**src/rtl/uart_rx_mmio.sv**
```systemverilog
`default_nettype none
// ============================================================================
// Module   : uart_rx_mmio
// Purpose  : 8N1 UART receiver with an RX FIFO behind a small MMIO window.
//            The serial line is synchronised, oversampled by a baud counter
//            and framed by a four-state FSM. Completed bytes go into a FIFO
//            that the bus pops by reading RXDATA.
// Ports    : clk, rst_n        - clock, asynchronous active-low reset
//            rx                - asynchronous serial input (idle high)
//            bus_valid/write   - access strobe / direction (1 = write)
//            bus_addr          - byte address, word select in [3:2]
//                                (0 = RXDATA, 1 = STATUS)
//            bus_wdata         - write data (STATUS W1C bits 3/4)
//            uart_ready        - always 1, every access completes at once
//            mmio_rdata        - combinational read data for bus_addr
//            rx_irq            - level interrupt while the FIFO holds data
// Options  : UART_RX_ERR_FLAGS_EN - adds sticky W1C overrun/frame_err flags
// Revision : 1.0 - initial release
// ============================================================================
module uart_rx_mmio #(
  parameter int CLKS_PER_BIT = 434,
  parameter int FIFO_DEPTH   = 16,
  parameter int FIFO_AW      = 4
) (
  input  logic        clk,
  input  logic        rst_n,
  input  logic        rx,
  input  logic        bus_valid,
  input  logic        bus_write,
  input  logic [31:0] bus_addr,
  input  logic [31:0] bus_wdata,
  output logic        uart_ready,
  output logic [31:0] mmio_rdata,
  output logic        rx_irq
);

  localparam int CNT_W = $clog2(CLKS_PER_BIT);
  localparam logic [CNT_W-1:0] FULL_LAST = CNT_W'(CLKS_PER_BIT - 1);
  localparam logic [CNT_W-1:0] HALF_LAST = CNT_W'((CLKS_PER_BIT / 2) - 1);
  localparam logic [FIFO_AW:0] COUNT_FULL = (FIFO_AW + 1)'(FIFO_DEPTH);

  typedef enum logic [1:0] {
    ST_IDLE  = 2'd0,
    ST_START = 2'd1,
    ST_DATA  = 2'd2,
    ST_STOP  = 2'd3
  } state_t;

  // --------------------------------------------------------------------------
  // State
  // --------------------------------------------------------------------------
  logic               rx_meta_q, rx_s_q;
  state_t             state_q, state_d;
  logic [CNT_W-1:0]   cnt_q, cnt_d;
  logic [2:0]         bit_idx_q, bit_idx_d;
  logic [7:0]         shift_q, shift_d;
  logic [FIFO_AW-1:0] wptr_q, wptr_d;
  logic [FIFO_AW-1:0] rptr_q, rptr_d;
  logic [FIFO_AW:0]   count_q, count_d;
  logic [7:0]         mem [FIFO_DEPTH];

  logic push_req;     // stop bit sampled high: byte complete
  logic frame_evt;    // stop bit sampled low: byte discarded
  logic push_ok;
  logic overrun_evt;
  logic pop;
  logic empty, full;
  logic overrun, frame_err;

  // Two-flop synchroniser; resets to the idle line level so reset release
  // never looks like a start bit.
  always_ff @(posedge clk or negedge rst_n) begin
    if (!rst_n) begin
      rx_meta_q <= 1'b1;
      rx_s_q    <= 1'b1;
    end else begin
      rx_meta_q <= rx;
      rx_s_q    <= rx_meta_q;
    end
  end

  // --------------------------------------------------------------------------
  // Receive FSM
  // --------------------------------------------------------------------------
  always_ff @(posedge clk or negedge rst_n) begin
    if (!rst_n) begin
      state_q   <= ST_IDLE;
      cnt_q     <= '0;
      bit_idx_q <= '0;
      shift_q   <= '0;
    end else begin
      state_q   <= state_d;
      cnt_q     <= cnt_d;
      bit_idx_q <= bit_idx_d;
      shift_q   <= shift_d;
    end
  end

  always_comb begin
    state_d   = state_q;
    cnt_d     = cnt_q;
    bit_idx_d = bit_idx_q;
    shift_d   = shift_q;
    push_req  = 1'b0;
    frame_evt = 1'b0;
    case (state_q)
      ST_IDLE: begin
        cnt_d     = '0;
        bit_idx_d = '0;
        if (!rx_s_q) state_d = ST_START;
      end
      ST_START: begin
        // Half a bit in: confirm the start bit is still low (mid-bit).
        if (cnt_q == HALF_LAST) begin
          cnt_d   = '0;
          state_d = rx_s_q ? ST_IDLE : ST_DATA;
        end else begin
          cnt_d = cnt_q + 1'b1;
        end
      end
      ST_DATA: begin
        if (cnt_q == FULL_LAST) begin
          cnt_d   = '0;
          // Shift right so the first (LSB) bit ends up in bit 0.
          shift_d = {rx_s_q, shift_q[7:1]};
          if (bit_idx_q == 3'd7) begin
            state_d = ST_STOP;
          end else begin
            bit_idx_d = bit_idx_q + 1'b1;
          end
        end else begin
          cnt_d = cnt_q + 1'b1;
        end
      end
      ST_STOP: begin
        if (cnt_q == FULL_LAST) begin
          cnt_d   = '0;
          state_d = ST_IDLE;
          if (rx_s_q) push_req  = 1'b1;
          else        frame_evt = 1'b1;
        end else begin
          cnt_d = cnt_q + 1'b1;
        end
      end
      default: state_d = ST_IDLE;
    endcase
  end

  // --------------------------------------------------------------------------
  // RX FIFO
  // --------------------------------------------------------------------------
  assign empty = (count_q == '0);
  assign full  = (count_q == COUNT_FULL);
  assign pop   = bus_valid && !bus_write && (bus_addr[3:2] == 2'd0) && !empty;
  // A pop in the same cycle frees the slot the incoming byte needs.
  assign push_ok     = push_req && (!full || pop);
  assign overrun_evt = push_req && !push_ok;

  always_comb begin
    wptr_d  = wptr_q;
    rptr_d  = rptr_q;
    count_d = count_q;
    if (push_ok) wptr_d = wptr_q + 1'b1;
    if (pop)     rptr_d = rptr_q + 1'b1;
    case ({push_ok, pop})
      2'b10:   count_d = count_q + 1'b1;
      2'b01:   count_d = count_q - 1'b1;
      default: count_d = count_q;
    endcase
  end

  always_ff @(posedge clk or negedge rst_n) begin
    if (!rst_n) begin
      wptr_q  <= '0;
      rptr_q  <= '0;
      count_q <= '0;
    end else begin
      wptr_q  <= wptr_d;
      rptr_q  <= rptr_d;
      count_q <= count_d;
    end
  end

  // Storage carries no reset; empty reads mask the head byte instead.
  always_ff @(posedge clk) begin
    if (push_ok) mem[wptr_q] <= shift_q;
  end

  // --------------------------------------------------------------------------
  // Error flags
  // --------------------------------------------------------------------------
`ifdef UART_RX_ERR_FLAGS_EN
  logic overrun_q, overrun_d;
  logic frame_err_q, frame_err_d;
  logic status_wr;

  assign status_wr = bus_valid && bus_write && (bus_addr[3:2] == 2'd1);

  // Set has priority over a simultaneous W1C.
  always_comb begin
    overrun_d   = overrun_q;
    frame_err_d = frame_err_q;
    if (status_wr && bus_wdata[3]) overrun_d   = 1'b0;
    if (status_wr && bus_wdata[4]) frame_err_d = 1'b0;
    if (overrun_evt)               overrun_d   = 1'b1;
    if (frame_evt)                 frame_err_d = 1'b1;
  end

  always_ff @(posedge clk or negedge rst_n) begin
    if (!rst_n) begin
      overrun_q   <= 1'b0;
      frame_err_q <= 1'b0;
    end else begin
      overrun_q   <= overrun_d;
      frame_err_q <= frame_err_d;
    end
  end

  assign overrun   = overrun_q;
  assign frame_err = frame_err_q;

  logic unused_ok;
  assign unused_ok = ^{bus_addr[31:4], bus_addr[1:0], bus_wdata};
`else
  assign overrun   = 1'b0;
  assign frame_err = 1'b0;

  logic unused_ok;
  assign unused_ok = ^{bus_addr[31:4], bus_addr[1:0], bus_wdata,
                       overrun_evt, frame_evt};
`endif

  // --------------------------------------------------------------------------
  // Bus read side
  // --------------------------------------------------------------------------
  logic [7:0] count8;
  logic [7:0] head_byte;
  assign count8    = 8'(count_q);
  assign head_byte = empty ? 8'h00 : mem[rptr_q];

  always_comb begin
    mmio_rdata = 32'h0;
    case (bus_addr[3:2])
      2'd0:    mmio_rdata = {empty, 23'b0, head_byte};
      2'd1:    mmio_rdata = {16'b0, count8, 3'b0, frame_err, overrun,
                             full, empty, (state_q != ST_IDLE)};
      default: mmio_rdata = 32'h0;
    endcase
  end

  assign uart_ready = 1'b1;
  assign rx_irq     = !empty;

endmodule
`default_nettype wire

```
**config.mk**
```make
export PLATFORM = sky130hd
export DESIGN_NAME = uart_rx_mmio
export DESIGN_NICKNAME = d
export VERILOG_FILES = /design/src/rtl/uart_rx_mmio.sv
export SDC_FILE = /design/constraint.sdc
export NUM_CORES = 1
export LEC_CHECK = 0
export CAP_MARGIN = 20
export CORE_AREA = 5 5 119 121
export CTS_CLUSTER_DIAMETER = 80
export DETAILED_ROUTE_END_ITERATION = 12
export DIE_AREA = 0 0 124 126
export GPL_TIMING_DRIVEN = 0
export PLACE_DENSITY_LB_ADDON = 0.08
export SLEW_MARGIN = 20
export SYNTH_ARGS = -nofsm -noshare
export SYNTH_HDL_FRONTEND = slang
export SYNTH_SLANG_ARGS = --single-unit
```
**constraint.sdc**
```tcl
create_clock -name clk -period 6 [get_ports clk]
set_input_delay 0.9 -clock clk [delete_from_list [all_inputs] [get_ports clk]]
set_output_delay 0.9 -clock clk [all_outputs]
set_load 0.02 [all_outputs]
```
==> flow_summary.ini <==
[status]
status = finished, final reports clean

[power]
switching_power_mw = 0.6734
sw_frac_of_total = 0.2484
powerDensity_mw_per_mm2 = 333.5
seq_power_share = 0.474
totalPowerFinal_mw = 2.711
clockPowerShare = 0.374
p_leak_nw = 3.222
power_frac_comb = 0.152
p_int_mw = 2.038
ir_drop_mv = 0.1584

[logic_synthesis]
avgSynthCellArea_um2 = 17.10
ys_warn_count = 0
synth_edf_count = 128
ys_seq_elements = 165
synth_flop_cell = edfxtp_1
syn_area_mm2 = 0.007012
synthCells = 410
async_reset_ff_frac = 0.2242
synth_cell_types = 50
yosysSeqAreaShare = 0.6806

[layout]
nFillCells = 974
regArea_mm2 = 0.004772
multi_input_area_mm2 = 0.002083
final_nets = 553
fin_cells = 661
layout-drive-gt1-share = 0.2474
area_growth_pct = 15.92
diodes = 0

[timing]
setup_slack_ps = 1713
whs_ps = 357.1
slew_headroom = 0.3695
fin_crit_sh = 0.7145
timing.final.crit_period_ps = 4287
tightest_slew_ps = 942.3
setup_tns_ps = 0
final_max_slew_viol_count = 0
setup_viol = 0
rsz0062_at_grt = false
fin_skew_ps = 5.707
fmax_mhz = 233.3
hold_viol_final = 0

[clock_network]
ctsHtreeMaxLevel = 4
clk_latency_ps = 420
cts-root-buf = clkbuf_16
clock-sinks = 165
cts-buffers-inserted = 17
cts_resized = 0
cts_tree = built
clk_path_buf_depth = 2
clk_pin_slew_ps = 60
ctsHoldBuffers = 0
cts_setup_buffers = 0

[placed_design]
gp_congestion = 0.7878
dp.cells = 629
detailed_place_hpwl_um = 9183
io_buffers = 21
place_ws_ps = 1821

[die]
fp.dieArea_mm2 = 0.01562
ios = 103
dieWidth_um = 124
start_util = 0.5402
core.rowCount = 42
fp.dieH_um = 126
core_area_mm2 = 0.01298

[drt]
dr.pass1.iters = 5
routedWlPerCell_um = 19.90
wirelength_um = 13160
vias = 3648
drcViolationCount = 0
antenna_left = 0
vias_per_cell = 5.519
dr.first_iter.drc_count = 258

[critical_path]
crit_path_max_fanout = 10
worst_setup_path_start_kind = flip-flop
crit_required_ps = 5100
end_kind = primary output
arrival_ps = 3390
path_class = flip-flop to primary output

[job]
max-cap-violations = 0

[global_route]
grt_pass1_vias = 3757
overflow = 0
antenna_found_initial = 0
grt_max_degree = 22
gr-usage-all-layers = 0.1867
grt_pass1_wl_um = 21490

[min_path]
hp-class = flip-flop to flip-flop
Yosys cell counts, drive strengths merged, types with 2 or more instances:
cell	n	area, µm²
edfxtp	128	3844
mux4	38	855.8
dfrtp	35	875.8
nor2	28	105.1
buf	25	176.4
nand2	18	67.56
mux2	14	161.4
ha	12	150.1
o21ai	11	55.05
clkbuf	10	37.54
xnor2	10	87.58
nor3	8	45.04
a21oi	7	38.79
and3	7	43.79
inv	7	26.27
and2	6	40.04
xor2	6	52.55
a22oi	4	30.03
nand4	4	25.02
or3	4	25.02
nand3	3	15.01
conb	2	7.510
dfstp	2	52.55
mux2i	2	20.02
nand2b	2	12.51
or2	2	15.02
cells in the final DEF (no fill, tap or decap), types with 5 or more instances in the layout:
cell             count
and3_1               7
and2_1               5
mux4_2              38
xnor2_1             10
dfrtp_1             35
mux2_2              13
clkbuf_1            14
edfxtp_1           128
inv_1                6
nand2_1             18
nor3_2               5
a21oi_1              6
ha_1                12
xor2_1               6
buf_4               23
nor2_1              28
conb_1              19
clkdlybuf4s50_1     20
clkbuf_16           17
o21ai_0             11
critical path, cell delays in order (launching register included):
cell and delay (ps):
dfrtp_1 350, clkbuf_1 390, buf_2 450, mux4_2 590
mux4_2 470, and3_1 190, clkdlybuf4s50_1 530
power by group through the flow:
stage	clock [mW]	sequential [mW]	combinational (mW)
detailed placement	0	1.31	0.420
global placement	0	1.31	0.416
CTS	1.03	1.29	0.422
finish	1.01	1.29	0.411
global route	1.09	1.29	0.458
floorplan	0	1.30	0.313
worst paths after layout:
path,start,endpoint,slack [ps],cells after the start
max,rptr_q[0],mmio_rdata[4],1710,6
min,rx_meta_q,rx_s_q,360,0
max reg2reg,cnt_q[1],mem[7][0],2900,7
min reg2reg,rx_meta_q,rx_s_q,360,0
max in group asynchronous,rst_n,rx_meta_q,5030,2
min in group asynchronous,rst_n,bit_idx_q[0],440,1
logic make-up after synthesis:
logic type	synth area share
flip-flops	0.6806
AND/OR/NAND/NOR	0.06888
multiplexers	0.1479
buffers and inverters	0.03426
AO/OA/AOI/OAI	0.02588
XOR/XNOR	0.01999
adder cells (fa/ha/maj)	0.02141
other	0.001071
layout make-up:
class,instances,share of cell area
repair buffers,26,0.03233
clock buffers,21,0.05419
clock inverters,11,0.01339
inverters,7,0.003233
flip-flops and latches,165,0.5871
plain buffers,35,0.02632
multi-input cells,220,0.2563
well taps,176,0.02709
routing by layer:
metal  vias to the layer above  GRT usage  wire length, µm
met4                         0    0.05992              176
met1                      1878     0.2777             6155
li1                       1676          -                -
met2                        81     0.2787             6278
met3                        13    0.04036              546
met5                         -          0                0
flip-flops by register name (all words and copies together), names as in the netlist, named ones only:
name       cells
bit_idx_q      3
shift_q        8
cnt_q          9
wptr_q         4
state_q        1
rptr_q         4
rx_meta_q      1
mem          128
count_q        5
rx_s_q         1
per-stage QoR:
step / utilization / area [µm²]
floorplan: - / 7076
global placement: 0.5783 / 7506
detailed placement: 0.5839 / 7579
CTS: 0.6262 / 8128
global route: 0.6262 / 8128
finish: 0.6262 / 8128
(Power assumes the default switching activity.)
